<file path="config.mk">
export PLATFORM = sky130hd
export DESIGN_NAME = sbox_prog_table
export DESIGN_NICKNAME = d
export VERILOG_FILES = /design/src/rtl/des_sbox_pkg.sv /design/src/rtl/sbox_restore_fsm.sv /design/src/rtl/sbox_prog_table.sv
export SDC_FILE = /design/constraint.sdc
export NUM_CORES = 1
export LEC_CHECK = 0
export CAP_MARGIN = 30
export CORE_ASPECT_RATIO = 1.2
export CORE_MARGIN = 4
export CORE_UTILIZATION = 31
export CTS_CLUSTER_SIZE = 30
export DETAILED_ROUTE_END_ITERATION = 10
export PLACE_DENSITY_LB_ADDON = 0.08
export SLEW_MARGIN = 20
export SYNTH_ARGS = -nofsm -noshare
export SYNTH_HDL_FRONTEND = slang
export SYNTH_SLANG_ARGS = --single-unit
</file>
<file path="constraint.sdc">
create_clock -name clk -period 3.1 [get_ports clk]
set_input_delay 0.465 -clock clk [delete_from_list [all_inputs] [get_ports clk]]
set_output_delay 0.465 -clock clk [all_outputs]
set_load 0.005 [all_outputs]
</file>
<file path="src/rtl/des_sbox_pkg.sv">
// des_sbox_pkg
// Shared definitions for the programmable DES S-box tables: the eight
// standard DES S-boxes as constants, a lookup helper returning the default
// entry of any table, the restore sequencer state encoding and the widths
// of the row and S-box id fields on the programming bus.
// No ports (package).

package des_sbox_pkg;

    localparam int ROW_BITS  = 2;
    localparam int ID_W      = 3;
    localparam int DES_IN_W  = 6;
    localparam int DES_OUT_W = 4;

    typedef enum logic {
        ST_IDLE    = 1'b0,
        ST_RESTORE = 1'b1
    } restore_state_t;

    // Each table is 64 nibbles, row-major (row 0 col 0 first), with the
    // first entry in the most significant nibble so the hex reads like the
    // printed DES tables.
    localparam logic [255:0] DES_SBOX [0:7] = '{
        256'hE4D12FB83A6C5907_0F74E2D1A6CB9538_41E8D62BFC973A50_FC8249175B3EA06D,
        256'hF18E6B34972DC05A_3D47F28EC01A69B5_0E7BA4D158C6932F_D8A13F42B67C05E9,
        256'hA09E63F51DC7B428_D70934A6285ECBF1_D6498F30B12C5AE7_1AD069874FE3B52C,
        256'h7DE3069A1285BC4F_D8B56F03472C1AE9_A690CB7DF13E5284_3F06A1D8945BC72E,
        256'h2C417AB6853FD0E9_EB2C47D150FA3986_421BAD78F9C5630E_B8C71E2D6F09A453,
        256'hC1AF92680D34E75B_AF427C9561DE0B38_9EF528C3704A1DB6_432C95FABE17608D,
        256'h4B2EF08D3C975A61_D0B7491AE35C2F86_14BDC37EAF680592_6BD814A7950FE23C,
        256'hD2846FB1A93E50C7_1FD8A374C56B0E92_7B419CE206ADF358_21E74A8DFC90356B
    };

    // Default entry of DES table 'id' (0 = S1) at the given row/column.
    function automatic logic [DES_OUT_W-1:0] sbox_default(
        input logic [ID_W-1:0]     id,
        input logic [ROW_BITS-1:0] row,
        input logic [3:0]          col
    );
        int unsigned pos;
        pos = (32'd63 - 32'({row, col})) * 32'd4;
        return DES_SBOX[id][pos +: 4];
    endfunction

endpackage

</file>
<file path="src/rtl/sbox_restore_fsm.sv">
// sbox_restore_fsm
// Sequencer that walks every table entry once, one per cycle, so the parent
// can rewrite it with its default value without needing a reset.
// Ports:
//   clk, rst_n    clock, asynchronous active-low reset
//   restore_req   start request (ignored while a restore is running)
//   busy          high for the whole restore
//   restore_done  high during the cycle that writes the last entry
//   restore_we    entry at restore_ptr is rewritten at the next edge
//   restore_ptr   entry being restored this cycle

module sbox_restore_fsm #(
    parameter int PTR_W = 6
) (
    input  logic             clk,
    input  logic             rst_n,
    input  logic             restore_req,
    output logic             busy,
    output logic             restore_done,
    output logic             restore_we,
    output logic [PTR_W-1:0] restore_ptr
);
    import des_sbox_pkg::*;

    localparam logic [PTR_W-1:0] LAST_PTR = '1;

    restore_state_t   state_q, state_d;
    logic [PTR_W-1:0] ptr_q, ptr_d;

    // State and pointer registers; a reset aborts any restore in progress
    // and leaves the sequencer idle at entry 0.
    always_ff @(posedge clk or negedge rst_n) begin
        if (!rst_n) begin
            state_q <= ST_IDLE;
            ptr_q   <= '0;
        end else begin
            state_q <= state_d;
            ptr_q   <= ptr_d;
        end
    end

    // Next-state logic. While restoring, every cycle writes one entry; the
    // cycle that writes the last entry also flags completion and heads back
    // to idle, so a full pass takes exactly one cycle per entry.
    always_comb begin
        state_d      = state_q;
        ptr_d        = ptr_q;
        busy         = 1'b0;
        restore_done = 1'b0;
        restore_we   = 1'b0;
        case (state_q)
            ST_IDLE: begin
                if (restore_req) begin
                    state_d = ST_RESTORE;
                    ptr_d   = '0;
                end
            end
            ST_RESTORE: begin
                busy       = 1'b1;
                restore_we = 1'b1;
                if (ptr_q == LAST_PTR) begin
                    restore_done = 1'b1;
                    state_d      = ST_IDLE;
                    ptr_d        = '0;
                end else begin
                    ptr_d = ptr_q + PTR_W'(1);
                end
            end
            default: state_d = ST_IDLE;
        endcase
    end

    assign restore_ptr = ptr_q;

endmodule

</file>
<file path="src/rtl/sbox_prog_table.sv">
// sbox_prog_table
// Run-time programmable DES S-box. Holds 4 rows x 2^(IN_W-2) columns of
// OUT_W-bit entries, reset to DES table SBOX_ID+1 for the 6-in/4-out
// geometry (all zero otherwise).
// Ports:
//   clk, rst_n                      clock, asynchronous active-low reset
//   i_valid/i_ready/i_data          lookup request (row = outer bits)
//   o_valid/o_data                  lookup result (registered if LOOKUP_REG)
//   wr_valid/wr_ready/wr_sel/wr_row/wr_col/wr_data
//                                   shared programming bus write port
//   rd_req/rd_sel/rd_row/rd_col     read-back request
//   rd_valid/rd_data                read-back result, one cycle later
//   restore_req/busy/restore_done   restore-defaults sequencer control

module sbox_prog_table #(
    parameter int SBOX_ID    = 0,
    parameter int IN_W       = 6,
    parameter int OUT_W      = 4,
    parameter int LOOKUP_REG = 1
) (
    input  logic              clk,
    input  logic              rst_n,
    input  logic              i_valid,
    output logic              i_ready,
    input  logic [IN_W-1:0]   i_data,
    output logic              o_valid,
    output logic [OUT_W-1:0]  o_data,
    input  logic              wr_valid,
    output logic              wr_ready,
    input  logic [2:0]        wr_sel,
    input  logic [1:0]        wr_row,
    input  logic [IN_W-3:0]   wr_col,
    input  logic [OUT_W-1:0]  wr_data,
    input  logic              rd_req,
    input  logic [2:0]        rd_sel,
    input  logic [1:0]        rd_row,
    input  logic [IN_W-3:0]   rd_col,
    output logic              rd_valid,
    output logic [OUT_W-1:0]  rd_data,
    input  logic              restore_req,
    output logic              busy,
    output logic              restore_done
);
    import des_sbox_pkg::*;

    localparam int              DEPTH    = 1 << IN_W;
    localparam bit              DES_GEOM = (IN_W == DES_IN_W) && (OUT_W == DES_OUT_W);
    localparam logic [ID_W-1:0] MY_ID    = ID_W'(SBOX_ID);

    // Default value of a table entry addressed as {row, col}.
    function automatic logic [OUT_W-1:0] default_entry(input int unsigned idx);
        logic [OUT_W-1:0] v;
        v = '0;
        if (DES_GEOM) begin
            v = OUT_W'(sbox_default(MY_ID, 2'(idx >> 4), 4'(idx)));
        end
        return v;
    endfunction

    logic [OUT_W-1:0] mem [DEPTH];
    logic             restore_we;
    logic [IN_W-1:0]  restore_ptr;
    logic [IN_W-1:0]  lk_addr;
    logic [IN_W-1:0]  wr_addr;
    logic [IN_W-1:0]  rd_addr;
    logic             lookup_fire;
    logic             wr_fire;
    logic             rd_hit;

    sbox_restore_fsm #(
        .PTR_W (IN_W)
    ) u_restore_fsm (
        .clk          (clk),
        .rst_n        (rst_n),
        .restore_req  (restore_req),
        .busy         (busy),
        .restore_done (restore_done),
        .restore_we   (restore_we),
        .restore_ptr  (restore_ptr)
    );

    // The outer input bits pick the row, the inner bits the column; storage
    // is addressed {row, col} so the restore pointer walks rows in order.
    assign lk_addr = {i_data[IN_W-1], i_data[0], i_data[IN_W-2:1]};
    assign wr_addr = {wr_row, wr_col};
    assign rd_addr = {rd_row, rd_col};

    // Writes to other S-boxes on the shared bus are simply ignored; ready
    // is only withheld while restoring so the bus never stalls otherwise.
    assign i_ready     = ~busy;
    assign wr_ready    = ~busy;
    assign lookup_fire = i_valid && i_ready;
    assign wr_fire     = wr_valid && wr_ready && (wr_sel == MY_ID);
    assign rd_hit      = rd_req && (rd_sel == MY_ID);

    // Table storage. Reset reloads the defaults at once (also aborting a
    // restore); the sequencer rewrites one entry per cycle; bus writes land
    // at the edge, so same-cycle lookups and read-backs see the old value.
    always_ff @(posedge clk or negedge rst_n) begin
        if (!rst_n) begin
            for (int i = 0; i < DEPTH; i++) begin
                mem[i] <= default_entry(i);
            end
        end else if (restore_we) begin
            mem[restore_ptr] <= default_entry(32'(restore_ptr));
        end else if (wr_fire) begin
            mem[wr_addr] <= wr_data;
        end
    end

    // Read-back port: valid for one cycle per matching request, data holds
    // between requests. Works during a restore and shows current contents.
    always_ff @(posedge clk or negedge rst_n) begin
        if (!rst_n) begin
            rd_valid <= 1'b0;
            rd_data  <= '0;
        end else begin
            rd_valid <= rd_hit;
            if (rd_hit) begin
                rd_data <= mem[rd_addr];
            end
        end
    end

    generate
        if (LOOKUP_REG != 0) begin : g_lookup_reg
            // Registered lookup: one cycle latency, data holds when idle.
            always_ff @(posedge clk or negedge rst_n) begin
                if (!rst_n) begin
                    o_valid <= 1'b0;
                    o_data  <= '0;
                end else begin
                    o_valid <= lookup_fire;
                    if (lookup_fire) begin
                        o_data <= mem[lk_addr];
                    end
                end
            end
        end else begin : g_lookup_comb
            assign o_valid = lookup_fire;
            assign o_data  = mem[lk_addr];
        end
    endgenerate

endmodule

</file>
==> summary.txt <==
Placed design
  – Final GP Congestion: 0.952
  – Setup WS pre-CTS: 0.137 ns
  – PortBufs: 47
  – Detail Placement HPWL: 57,100 microns
  – Post-Place Cells: 2,478
  – Post-placement cell area: 0.0197 sq mm

Die
  – Ports: 48
  – Core Footprint: 0.0563 sq mm
  – Initial core utilization: 31.5%
  – Die Span X: 226 microns
  – FP Rows: 95
  – Die ar.: 0.0611 sq mm
  – Die Y: 270 microns

Global route
  – Vias in the first global route: 16,100
  – Initial antenna violation count: 2
  – M1 GR Usage: 34.6%
  – Largest net degree at the start of global routing: 72
  – Met2 GRT Util: 42.9%
  – GRT Max-Usage Layer: met2
  – Met3 Use GR: 3.79%
  – First-pass GRT wire length: 117,000 microns
  – Congestion Overflow GR: 0
  – Gr usage total: 26.0%

Drt
  – 1st-iter DRT viols: 1,517
  – DR vias: 16,100
  – Post-Route WL: 80,600 microns
  – DRC: 0
  – Avg WL per Cell: 31.7 microns
  – Via density: 6.32
  – Remaining antenna violation count: 0
  – Drt pass-1 iters: 5

Critical path
  – Critical Path AT: 2.51 ns
  – Reg2Reg Depth: 6
  – Peak fanout along the critical path: 24
  – Kind of critical path: flip-flop to output port
  – CP Launch Type: flip-flop
  – Critical Path Sink Type: output port
  – Worst EP required: 2.63 ns

Clock network
  – Maximum buffer depth of the clock tree: 3
  – Clock Latency Late Sink: 0.56 ns
  – Post-CTS Repair Setup Buffers: 0
  – CTS clk-pin slew, worst paths: 0.06 ns
  – Clock root buffer: clkbuf_16
  – CTS tree: done
  – CTS H-Tree Depth: 2
  – CTS Buf Count: 36
  – Clk sinks: 273
  – Post-CTS Resized: 0

Synth
  – Mapped cell area: 0.0177 sq mm
  – Synth cell types: 76
  – Post-synth net total: 1,776
  – Yosys warns: 0
  – Cell count after synthesis: 1,734
  – Syn_area_per_cell: 10.2 sq um
  – Asr flop ratio synth: 100%
  – EDFF count, synth: 0
  – Synth Register Bits: 273
  – Register area share after synthesis: 39.5%
  – Ys flop type: dfrtp_1

Layout
  – Syn-to-layout area delta: 17.8%
  – Final core occ: 37.1%
  – Final Instance Count excl. Fillers: 2,542
  – Fin area: 0.0209 sq mm
  – Register area: 0.00699 sq mm
  – ANT cells: 0
  – Share of cells above drive strength 1: 26.8%
  – Area of the multi-input gates: 0.0100 sq mm
  – Filler Cells Inserted: 5,613
  – Layout net count: 1,832

STA
  – Hold Vio Cnt, Final: 0
  – Post-route minimum period: 2.98 ns
  – PnR worst setup slack: 0.122 ns
  – Fmax: 0.336 GHz
  – RSZ-0062 raised after global routing: false
  – Worst-margin pin slew: 0.804 ns
  – Tcrit/Tclk final: 96.1%
  – Clock skew: 0.0192 ns
  – Slew margin rel.: 46.4%
  – Pins Over Slew Limit: 0
  – Final setup violation count: 0
  – Setup TNS: 0 ns

Hold path
  – Hold Crit Class: input port to asynchronous set/reset pin

Pwr
  – PwrDens: 861 mW/mm^2
  – LEAKAGE: 8.22 nW
  – Peak supply drop: 0.679 mV

Run status
  – Status: finished clean

Flow run
  – Max-capacitance violation count: 0
[cells in the final DEF, fill, tap and decap left out, drive strengths merged, types with 27 or more instances in the layout]
master / synthesis / routed
nand2: 263 / 263
dfrtp: 145 / 145
buf: 70 / 143
dfstp: 128 / 128
mux2i: 114 / 114
o21ai: 105 / 105
mux4: 97 / 97
o221ai: 84 / 84
nand3: 66 / 66
a22oi: 66 / 66
nor2: 64 / 64
clkbuf: 96 / 52
o211ai: 48 / 48
a21oi: 46 / 46
clkdlybuf4s50: 0 / 40
a22o: 27 / 27
[stage by stage]
stage / total power, W / hold slack, ns
6_report: 0.0180 / 0.400
5_1_grt: 0.0188 / 0.424
4_1_cts: 0.0180 / 0.406
3_5_place_dp: 0.0137 / 0.404
3_3_place_gp: 0.0137 / 0.403
2_1_floorplan: 0.0100 / 0.169
[report_power, final]
group,total (W),internal (W),switching [W],leakage (nW)
Combinational,0.00761,0.00294,0.00467,4.54
Sequential,0.00616,0.00504,0.00112,3.11
Clock,0.00422,0.00250,0.00172,0.566
Total,0.0180,0.0105,0.00751,8.22
[cells in the mapped netlist, types with 7 or more instances]
| cell type | instances | area (sq um) |
|---|---|---|
| nand3_1 | 66 | 330 |
| inv_1 | 12 | 45.0 |
| dfstp_2 | 128 | 3360 |
| o221ai_1 | 84 | 736 |
| buf_4 | 11 | 82.6 |
| mux4_2 | 97 | 2180 |
| or3_1 | 7 | 43.8 |
| a21boi_0 | 11 | 82.6 |
| a22o_1 | 27 | 236 |
| nand2b_1 | 10 | 62.6 |
| a31oi_1 | 24 | 150 |
| a21oi_1 | 46 | 230 |
| o31ai_1 | 9 | 67.6 |
| clkbuf_1 | 95 | 357 |
| a221o_1 | 13 | 130 |
| buf_1 | 12 | 45.0 |
| nor3_1 | 16 | 80.1 |
| and3b_1 | 10 | 87.6 |
| mux2_2 | 14 | 158 |
| a32oi_1 | 7 | 61.3 |
| ha_1 | 8 | 100 |
| nor2_1 | 63 | 236 |
| a211oi_1 | 7 | 52.6 |
| a211o_1 | 8 | 70.1 |
| mux2i_1 | 114 | 1140 |
| and3_1 | 8 | 50.1 |
| nor3b_1 | 8 | 60.1 |
| a221oi_1 | 12 | 105 |
| o211ai_1 | 48 | 360 |
| a22oi_1 | 66 | 495 |
| dfrtp_1 | 145 | 3630 |
| buf_2 | 41 | 205 |
| or3b_2 | 7 | 61.3 |
| o22ai_1 | 8 | 50.1 |
| nor2b_1 | 18 | 113 |
| nand2_1 | 263 | 987 |
| o21ai_0 | 102 | 510 |
[final timing paths]
| check | startpoint | end | slack, ns |
|---|---|---|---|
| max in group asynchronous | rst_n | mem[28] | 1.80 |
| hold reg to reg | mem[83] | mem[83] | 0.50 |
| hold / removal | rst_n | mem[249] | 0.40 |
| setup reg to reg | u_restore_fsm.restore_ptr[2] | mem[198] | 0.40 |
| min in group clk | mem[83] | mem[83] | 0.50 |
| setup / recovery | u_restore_fsm.restore_ptr[2] | restore_done | 0.12 |
[critical path, cell delays in order (launching register included)]
cell	delay, ns
dfrtp_1	0.86
buf_12	0.27
nand2_1	0.12
nor2_1	0.18
clkdlybuf4s50_1	0.54
[kinds of logic after synthesis]
group           after synthesis  share of synthesized area, %
buf+inv                     179                          4.57
fa+ha+maj                     8                         0.565
xor+xnor                      4                         0.198
compound gates              513                          20.9
flops                       273                          39.5
simple gates                532                          14.7
mux                         225                          19.7
[cell type report]
class                   instances  share of cell area [%]
multi-input cells            1282                    47.9
flip-flops and latches        273                    33.5
repair buffers                184                    8.47
clock buffers                  52                    4.99
well taps                     727                    4.36
clock inverters                11                   0.527
inverters                      13                   0.234
[layer usage]
| layer | vias up | wire (microns) |
|---|---|---|
| met2 | 697 | 38600 |
| met5 | - | 9 |
| li1 | 6856 | - |
| met4 | 2 | 3610 |
| met3 | 179 | 4890 |
| met1 | 8337 | 33500 |
[sequential cells by signal, summed over array words and instances (netlist names)]
| signal | flops |
|---|---|
| rd_data | 4 |
| u_restore_fsm.state_q | 1 |
| o_data | 4 |
| rd_valid | 1 |
| o_valid | 1 |
| mem | 256 |
| u_restore_fsm.restore_ptr | 6 |
[repair_timing]
| item | 4_1_cts | 5_1_grt |
|---|---|---|
| endpoints found under the setup margin | 0 | 0 |
| hold buffers | 1 | 0 |
| endpoints found under the hold margin | 18 | 0 |
(Power assumes the default switching activity.)
